### src/rtl/irq_arbiter_pkg.sv
// Shared definitions for the interrupt arbiter.
//  - default sizing shared with the rest of the device (sources, id width, holdoff)
//  - 2-bit FSM state encoding for the grant sequencer
package irq_arbiter_pkg;

  localparam int DEF_NUM_SOURCES    = 4;
  localparam int DEF_ID_BITS        = 3;
  localparam int DEF_HOLDOFF_CYCLES = 4;

  typedef enum logic [1:0] {
    ST_IDLE    = 2'd0,
    ST_GRANT   = 2'd1,
    ST_ASSERT  = 2'd2,
    ST_HOLDOFF = 2'd3
  } arb_state_t;

endpackage

### src/rtl/irq_arbiter_rr_pick.sv
// Combinational round-robin picker.
//  req  : pending request vector, bit i = source i
//  last : most recently granted source; scanning starts at last+1
//  pick : first requesting source found, wrapping NUM_SOURCES-1 -> 0
//  any  : at least one request present (pick is 0 when clear)
module rr_pick
  import irq_arbiter_pkg::*;
#(
  parameter int NUM_SOURCES = DEF_NUM_SOURCES,
  parameter int ID_BITS     = DEF_ID_BITS
) (
  input  logic [NUM_SOURCES-1:0] req,
  input  logic [ID_BITS-1:0]     last,
  output logic [ID_BITS-1:0]     pick,
  output logic                   any
);

  always_comb begin
    int idx;
    pick = '0;
    any  = 1'b0;
    idx  = 0;
    // Offset 1..NUM_SOURCES: the previous winner is checked last.
    for (int i = 1; i <= NUM_SOURCES; i++) begin
      idx = int'(last) + i;
      if (idx >= NUM_SOURCES) idx = idx - NUM_SOURCES;
      if (!any && req[idx]) begin
        pick = ID_BITS'(idx);
        any  = 1'b1;
      end
    end
  end

endmodule

### src/rtl/irq_arbiter.sv
// Interrupt arbiter: collects per-module interrupt lines and presents them to
// the CPU one at a time with a round-robin grant.
//  clk         : system clock
//  nreset      : asynchronous reset, active-low
//  irq_in      : per-source level requests (async), rising edge = new event
//  irq_mask    : 1 = ignore rising edges of that source
//  ack         : CPU acknowledge level (async), rising edge clears the grant
//  interrupt   : active-low CPU interrupt, low only while a grant is presented
//  irq_id      : granted source id, held outside ASSERT
//  irq_pending : pending register for status read-back
module irq_arbiter
  import irq_arbiter_pkg::*;
#(
  parameter int NUM_SOURCES    = DEF_NUM_SOURCES,
  parameter int ID_BITS        = DEF_ID_BITS,
  parameter int HOLDOFF_CYCLES = DEF_HOLDOFF_CYCLES
) (
  input  logic                   clk,
  input  logic                   nreset,
  input  logic [NUM_SOURCES-1:0] irq_in,
  input  logic [NUM_SOURCES-1:0] irq_mask,
  input  logic                   ack,
  output logic                   interrupt,
  output logic [ID_BITS-1:0]     irq_id,
  output logic [NUM_SOURCES-1:0] irq_pending
);

  localparam int CNT_W = $clog2(HOLDOFF_CYCLES + 1);

  // [0],[1] synchronise; [2] is the previous synced value for edge detect.
  logic [2:0][NUM_SOURCES-1:0] irq_sync;
  logic [2:0]                  ack_sync;
  logic [NUM_SOURCES-1:0]      irq_rise, irq_set, irq_clr, pending;
  logic                        ack_rise;

  arb_state_t                  state, state_nxt;
  logic [ID_BITS-1:0]          rr_last, pick;
  logic                        any;
  logic [CNT_W-1:0]            holdoff_cnt;
  logic                        ack_take;

  always_ff @(posedge clk or negedge nreset) begin
    if (!nreset) begin
      irq_sync <= '0;
      ack_sync <= '0;
    end else begin
      irq_sync <= {irq_sync[1:0], irq_in};
      ack_sync <= {ack_sync[1:0], ack};
    end
  end

  assign irq_rise = irq_sync[1] & ~irq_sync[2];
  assign ack_rise = ack_sync[1] & ~ack_sync[2];

  // Ack only counts while a grant is actually presented.
  assign ack_take = (state == ST_ASSERT) && ack_rise;
  assign irq_set  = irq_rise & ~irq_mask;
  assign irq_clr  = ack_take ? (NUM_SOURCES'(1) << irq_id) : '0;

  // Set after clear: a fresh event on the acked source is kept.
  always_ff @(posedge clk or negedge nreset) begin
    if (!nreset) pending <= '0;
    else         pending <= (pending & ~irq_clr) | irq_set;
  end

  rr_pick #(
    .NUM_SOURCES (NUM_SOURCES),
    .ID_BITS     (ID_BITS)
  ) u_pick (
    .req  (pending),
    .last (rr_last),
    .pick (pick),
    .any  (any)
  );

  always_ff @(posedge clk or negedge nreset) begin
    if (!nreset) state <= ST_IDLE;
    else         state <= state_nxt;
  end

  always_comb begin
    state_nxt = state;
    case (state)
      ST_IDLE:    if (any) state_nxt = ST_GRANT;
      ST_GRANT:   state_nxt = ST_ASSERT;
      ST_ASSERT:  if (ack_take) state_nxt = ST_HOLDOFF;
      ST_HOLDOFF: if (holdoff_cnt == CNT_W'(1)) state_nxt = ST_IDLE;
      default:    state_nxt = ST_IDLE;
    endcase
  end

  // Grant id and rr pointer change only in GRANT, so irq_id never moves
  // while the CPU can see it.
  always_ff @(posedge clk or negedge nreset) begin
    if (!nreset) begin
      irq_id  <= '0;
      rr_last <= ID_BITS'(NUM_SOURCES - 1);
    end else if (state == ST_GRANT) begin
      irq_id  <= pick;
      rr_last <= pick;
    end
  end

  always_ff @(posedge clk or negedge nreset) begin
    if (!nreset)                                   holdoff_cnt <= '0;
    else if (ack_take)                             holdoff_cnt <= CNT_W'(HOLDOFF_CYCLES);
    else if (state == ST_HOLDOFF && holdoff_cnt != '0) holdoff_cnt <= holdoff_cnt - CNT_W'(1);
  end

  // Decoded straight from the state flop so reset deasserts it immediately.
  assign interrupt   = (state != ST_ASSERT);
  assign irq_pending = pending;

endmodule
### config.mk
export PLATFORM = sky130hd
export DESIGN_NAME = irq_arbiter
export DESIGN_NICKNAME = d
export VERILOG_FILES = /design/src/rtl/irq_arbiter_pkg.sv /design/src/rtl/irq_arbiter_rr_pick.sv /design/src/rtl/irq_arbiter.sv
export SDC_FILE = /design/constraint.sdc
export NUM_CORES = 1
export LEC_CHECK = 0
export CORE_UTILIZATION = 45
export DETAILED_ROUTE_END_ITERATION = 16
export DONT_BUFFER_PORTS = 1
export HOLD_SLACK_MARGIN = 0.05
export MAX_ROUTING_LAYER = met4
export SLEW_MARGIN = 20
export SYNTH_ARGS = -nofsm -noshare
export SYNTH_HDL_FRONTEND = slang
export SYNTH_SLANG_ARGS = --single-unit
### constraint.sdc
create_clock -name clk -period 4.8 [get_ports clk]
set_clock_uncertainty 0.05 [all_clocks]
set_input_delay 0.96 -clock clk [delete_from_list [all_inputs] [get_ports clk]]
set_output_delay 0.96 -clock clk [all_outputs]
set_load 0.02 [all_outputs]
# --- Yosys cells after proc, flatten, opt, wreduce, memory -nomap -nowiden ---
# Index checks and enable logic that the tools add are counted.
totals:
  reg_bits: 30
  mem_bits_rw: 0
  memories: 0
  latchBits: 0
  romBits: 0
  out_inout_bits: 8
classes:
  n_reduce_logical: 12
  mul: 0
  n_lt_le_gt_ge: 8
  div: 0
  n_mux: 31
  n_bitwise: 9
  shift: 1
  n_addsub: 9
  n_eq_ne: 8
op_table:
  columns: ["cell", "count"]
  rows:
  - ["32-bit by 4-bit greater-or-equal comparator with 1-bit output, second input constant", 4]
  - ["32-bit by 4-bit < comparator with 1-bit output, second input constant", 4]
  - ["32-bit 2-to-1 mux", 4]
  - ["32-bit by 4-bit subtractor with 32-bit output, second input constant", 4]
  - ["3-bit 2-to-1 mux", 6]
  - ["4-bit AND", 3]
  - ["1-bit 2-to-1 mux", 12]
  - ["4-bit NOT", 3]
  - ["3-bit by 2-bit adder with 4-bit output, second input constant", 2]
  - ["1-bit binary-select mux with 2-bit select", 4]
  - ["2-bit inequality test, second input constant", 4]
  - ["2-bit one-hot mux with 4 select lines", 1]
  - ["2-bit 2-to-1 mux", 3]
  - ["1-bit logical AND", 5]
  - ["3-bit by 1-bit adder with 4-bit output, second input constant", 1]
  - ["3-bit by 3-bit adder with 4-bit output, second input constant", 1]
  - ["2-bit == test, second input constant", 2]
  - ["4-bit 2-to-1 mux", 1]
  - ["4-bit OR", 1]
  - ["1-bit by 3-bit left shift with 4-bit output, first input constant", 1]
  - ["3-bit by 1-bit == test with 1-bit output, second input constant", 1]
  - ["1-bit zero test", 3]
  - ["3-bit AND reduction", 1]
  - ["3-bit nonzero test", 1]
  - ["6 further kinds", 6]

# --- Depth between registers and ports, before layout ---
logic_depth:
  depth_word: 18
  depth_mapped: 8
  depth_no_buf: 7

# --- By module ---
# A second synthesis with hierarchy kept.
hier_totals:
  cells_unflattened: 122
  area_unflattened_um2: 1460.2
by_module_without_submodules:
  columns: ["module", "cells_per_inst", "area_each_um2", "seq_area_each_um2", "instances"]
  rows:
  - ["irq_arbiter", 84, 1117.3, 728.2, 1]
  - ["rr_pick", 38, 342.8, 0.0, 1]

# --- Worst setup path before layout ---
# Ideal clock, no wire load.
synth_path:
  path_type: "register to register"
  start: "register rr_last[0]"
  end: "register state[1]"
  setup_time_ns: 0.125
  t_arrival_ns: 2.415
  path_slack_ns: 2.210
  n_path_buf: 1
  stages_incl_launch_ff: 9
  period_less_slack_ns: 2.590
  cell_sequence: "dfstp_2 > buf_6 > inv_1 > ha_1 > mux4_2 > nor3_2 > a32o_2 > a21oi_2 > mux2_4"
synth_between:
  elab_chain_len: 18
  elab_cells_between_ends: 40
  cone_classes: "add/sub (8); order compare (4); eq/ne (1); mux (20); reduce/logical (7)"
synth_lines:
  columns: ["item", "line_no", "source"]
  rows:
  - ["start: declaration", "irq_arbiter.sv:37", "logic [ID_BITS-1:0] rr_last, pick;"]
  - ["start signal: assignment", "irq_arbiter.sv:97", "rr_last <= ID_BITS'(NUM_SOURCES - 1);"]
  - ["start signal: assignment", "irq_arbiter.sv:100", "rr_last <= pick;"]
  - ["3-bit by 1-bit adder with 4-bit output", "irq_arbiter_rr_pick.sv:25", "idx = int'(last) + i;"]
  - ["32-bit by 4-bit subtractor with 32-bit output / 32-bit by 4-bit greater-or-equal comparator with 1-bit output (equally long branches)", "irq_arbiter_rr_pick.sv:26", "if (idx >= NUM_SOURCES) idx = idx - NUM_SOURCES;"]
  - ["32-bit 2-to-1 mux", "irq_arbiter_rr_pick.sv:26", null]
  - ["1-bit binary-select mux with 2-bit select", "irq_arbiter_rr_pick.sv:27", "if (!any && req[idx]) begin"]
  - ["1-bit 2-to-1 mux (not written as such) (2 in series)", "irq_arbiter_rr_pick.sv:27", null]
  - ["1-bit 2-to-1 mux", "irq_arbiter_rr_pick.sv:27", null]
  - ["1-bit zero test", "irq_arbiter_rr_pick.sv:27", null]
  - ["1-bit logical AND", "irq_arbiter_rr_pick.sv:27", null]
  - ["1-bit 2-to-1 mux", "irq_arbiter_rr_pick.sv:27", null]
  - ["1-bit zero test", "irq_arbiter_rr_pick.sv:27", null]
  - ["1-bit logical AND", "irq_arbiter_rr_pick.sv:27", null]
  - ["1-bit 2-to-1 mux", "irq_arbiter_rr_pick.sv:27", null]
  - ["1-bit zero test", "irq_arbiter_rr_pick.sv:27", null]
  - ["1-bit logical AND", "irq_arbiter_rr_pick.sv:27", null]
  - ["1-bit 2-to-1 mux (*)", "irq_arbiter_rr_pick.sv:27", null]
  - ["2-bit inequality test (no line) (*)", null, null]
  - ["3-bit AND reduction (no line) (*)", null, null]
  - ["end signal: assignment", "irq_arbiter.sv:78", "else state <= state_nxt;"]
  - ["end: declaration", "irq_arbiter.sv:36", "arb_state_t state, state_nxt;"]
# Every way passes the cells marked *; elsewhere a longest branch is shown, timed or not. The select of a mux whose other input is x is not followed.
# A chain may end at the register's enable or synchronous reset.

# --- Final worst setup path ---
# Same ends and word-level chain as after synthesis.

==> flow_metrics.env <==
export IMPL_synth_top_area_share_pct=48.3
export IMPL_crit_path_end_kind="register"
export IMPL_diodes=0
export IMPL_synth_top_area_cell="dfrtp_1"
export IMPL_synthFlopType="dfrtp_1"
export IMPL_port_buffer_count=0
export IMPL_min_period_ps=2820
export IMPL_wl_per_cell_um=15.5
export IMPL_synth_most_common_cell="dfrtp_1"
export IMPL_synth_edf_count=0
export IMPL_insertion_delay_ps=320
export IMPL_crit_fanout=12
export IMPL_post_route_cell_area_um2=1470
export IMPL_vias=868
export IMPL_grt_max_degree=30
export IMPL_rsz0062_at_grt="false"
export IMPL_clockBufferDepth=2
export IMPL_fp_row_count=19
export IMPL_gp_congestion=0.806
export IMPL_min_delay_path_class="in -> async"
export IMPL_tightest_slew_ps=481
export IMPL_finalHoldViolations=0
export IMPL_nets=142
export IMPL_r2r_start="rr_last[0]"
export IMPL_ys_seq_elements=29
export IMPL_dp_slack_ps=2000
export IMPL_ff2ff_setup_slack_ps=1980
export IMPL_tritoncts="yes"
export IMPL_ys_async_sr_fraction_pct=100
export IMPL_synth_fa_ha_area_share_pct=8.94
export IMPL_clock_power_share_pct=13.3
export IMPL_drive_above_1_share_pct=14.8
export IMPL_synthesis_instances=116
export IMPL_grt_use_met3_pct=4.02
export IMPL_slew_headroom_pct=67.5
export IMPL_cts_hold_buf=0
export IMPL_crit_path_start_kind="register"
export IMPL_ctsResizeCount=0
export IMPL_worstPathRequired_ps=4960
export IMPL_viasPerCell=5.67
export IMPL_gr_total_overflow=0
export IMPL_ios=19
export IMPL_routed_wl_um=2370
export IMPL_yosysWarnings=0
export IMPL_p_int_mw=0.587
export IMPL_synth_area_um2=1400
export IMPL_synth_top_family_by_area="compound AO/OA/AOI/OAI gates"
export IMPL_fin_tns_setup_ps=0
export IMPL_firstDrtPassIters=5
export IMPL_reg2reg_to="state[1]"
export IMPL_switchingPower_mw=0.404
export IMPL_top_usage_layer="met2"
export IMPL_setup_viol=0
export IMPL_postPlaceCellArea_um2=1420
export IMPL_power_frac_comb_pct=43.5
export IMPL_critical_path_class="reg -> reg"
export IMPL_pwr_density_cell_nw_per_um2=675
export IMPL_pwr_share_seq_pct=43.2
export IMPL_grtUsageTotal_pct=18.2
export IMPL_htree_levels=2
export IMPL_post_cts_setup_buffers=0
export IMPL_cts_root_buf="clkbuf_4"
export IMPL_ant_nets=0
export IMPL_met1_usage_pct=23.5
export IMPL_cp_slowest_stage_delay_ps=690
export IMPL_ys_top_cells_by_area="dfrtp_1 48%, ha_1 8.9%, mux4_2 4.8%, dfstp_2 3.8%, nand2_1 3.5%"
export IMPL_synthMuxAreaShare_pct=10.9
export IMPL_synthDistinctLibCells=35
export IMPL_slowest_stage="dfstp_2"
export IMPL_max_freq_mhz=355
export IMPL_use_met2_pct=25.7
export IMPL_vdd_drop_max_uv=305
export IMPL_fin_crit_sh_pct=58.7
export IMPL_area_growth_pct=4.92
export IMPL_slew_viol_final=0
export IMPL_synthSimpleGateAreaFrac_pct=11.1
export IMPL_die_area_um2=3340
export IMPL_p_leak_nw=0.653
export IMPL_hpwl_um=1720
export IMPL_die_w_um=57.8
export IMPL_status="finished clean"
export IMPL_synth_xor_area_share_pct=0.626
export IMPL_synth_common_cells="27 x dfrtp_1, 13 x nand2_1, 10 x ha_1, 10 x inv_1, 10 x nor2_1"
export IMPL_grt_pass1_vias=877
export IMPL_synth_compound_area_share_pct=12.4
export IMPL_antenna_found_initial=0
export IMPL_fin_ws_ps=1980
export IMPL_cts_buffers_inserted=5
export IMPL_drtIter0Drc=53
export IMPL_clock_sinks=29
export IMPL_synth_area_per_cell_um2=12.1
export IMPL_power_switching_share_pct=40.7
export IMPL_grt_pass1_wl_um=4210
export IMPL_ff2ff_path_depth=7
export IMPL_drc=0
export IMPL_critPathArrivalTime_ps=2970
export IMPL_start_util_pct=49.1
export IMPL_drv_cap=0
export IMPL_path_cells="inv_1, ha_1, mux4_2, nor3_2, a32o_2, a21oi_2, mux2_4"
export IMPL_synthesis_nets=137
export IMPL_ys_seq_area_share_pct=52.0
export IMPL_clk_pin_slew_ps=80
export IMPL_core_um2=2850
export IMPL_die_h_um=57.8
==> final cells by class <==
| class | count | area, um^2 |
|---|---|---|
| multi-input cells | 75 | 616 |
| inverters | 10 | 37.5 |
| clock buffers | 8 | 48.8 |
| fillers | 267 | 1380 |
| well taps | 31 | 38.8 |
| flip-flops and latches | 29 | 728 |
==> layout by cell type, fill, tap and decap left out, types with 2 or more instances in the layout <==
master and count:
a22o_1 3, dfrtp_1 27, nor2_1 10, o41ai_1 2, nand3b_1 2, nand3_1 2, mux2_2 3, ha_1 10
o21ai_0 4, o21a_1 3, mux4_2 3, nand2b_1 2, clkbuf_4 5, clkbuf_1 3, inv_1 10, nand2_1 13
dfstp_2 2
==> critical path, delay by kind of cell (launching register included) <==
| family | cells | cell delay (ps) |
|---|---|---|
| AOI/OAI and AO/OA | 2 | 270 |
| adders and majority gates | 1 | 410 |
| buffers and inverters | 1 | 110 |
| DFF | 1 | 690 |
| muxes | 2 | 910 |
| and+or+nand+nor | 1 | 250 |
==> flip-flops by register name, indices dropped and copies added, names as in the netlist <==
register     count
rr_last          2
ack_sync         3
holdoff_cnt      3
irq_sync        12
state            2
irq_id           3
irq_pending      4
==> power groups by stage <==
stage / logic, mW / clock network, mW / registers, mW
3_3_place_gp: 0.416 / 0 / 0.428
4_1_cts: 0.436 / 0.138 / 0.429
3_5_place_dp: 0.434 / 0 / 0.433
6_report: 0.431 / 0.132 / 0.428
2_1_floorplan: 0.381 / 0 / 0.394
5_1_grt: 0.489 / 0.147 / 0.442
==> worst max path at each step <==
stage,end,cells after the start,startpoint,slack (ps)
finish,state[1],7,rr_last[0],1980
global route,state[1],7,rr_last[0],1810
CTS,state[1],7,rr_last[0],1980
detailed placement,state[1],7,rr_last[0],2000
global placement,state[1],7,rr_last[0],2090
floorplan,state[1],8,rr_last[0],2210
==> stage by stage <==
stage	instances	hold slack (ps)	power [mW]	util, %
2_1_floorplan	116	281	0.776	-
4_1_cts	153	262	1.00	51.5
5_1_grt	153	248	1.08	51.5
3_5_place_dp	145	285	0.867	49.8
3_3_place_gp	145	286	0.844	49.8
6_report	153	276	0.991	51.5
==> metal layers <==
layer / vias up / wire length (um)
li1: 418 / -
met1: 420 / 1080
met2: 21 / 1110
met3: 9 / 101
met4: 0 / 78
met5: - / 0
==> kinds of logic (layout without fill, tap and decap cells) <==
kind of cell             count (synthesis)  count (layout)
flip-flops                              29              29
XOR/XNOR                                 1               1
AND/OR/NAND/NOR                         33              33
adder cells (fa/ha/maj)                 10              10
multiplexers                             9               9
AO/OA/AOI/OAI                           22              22
buffers and inverters                   12              18
(Power assumes the default switching activity.)
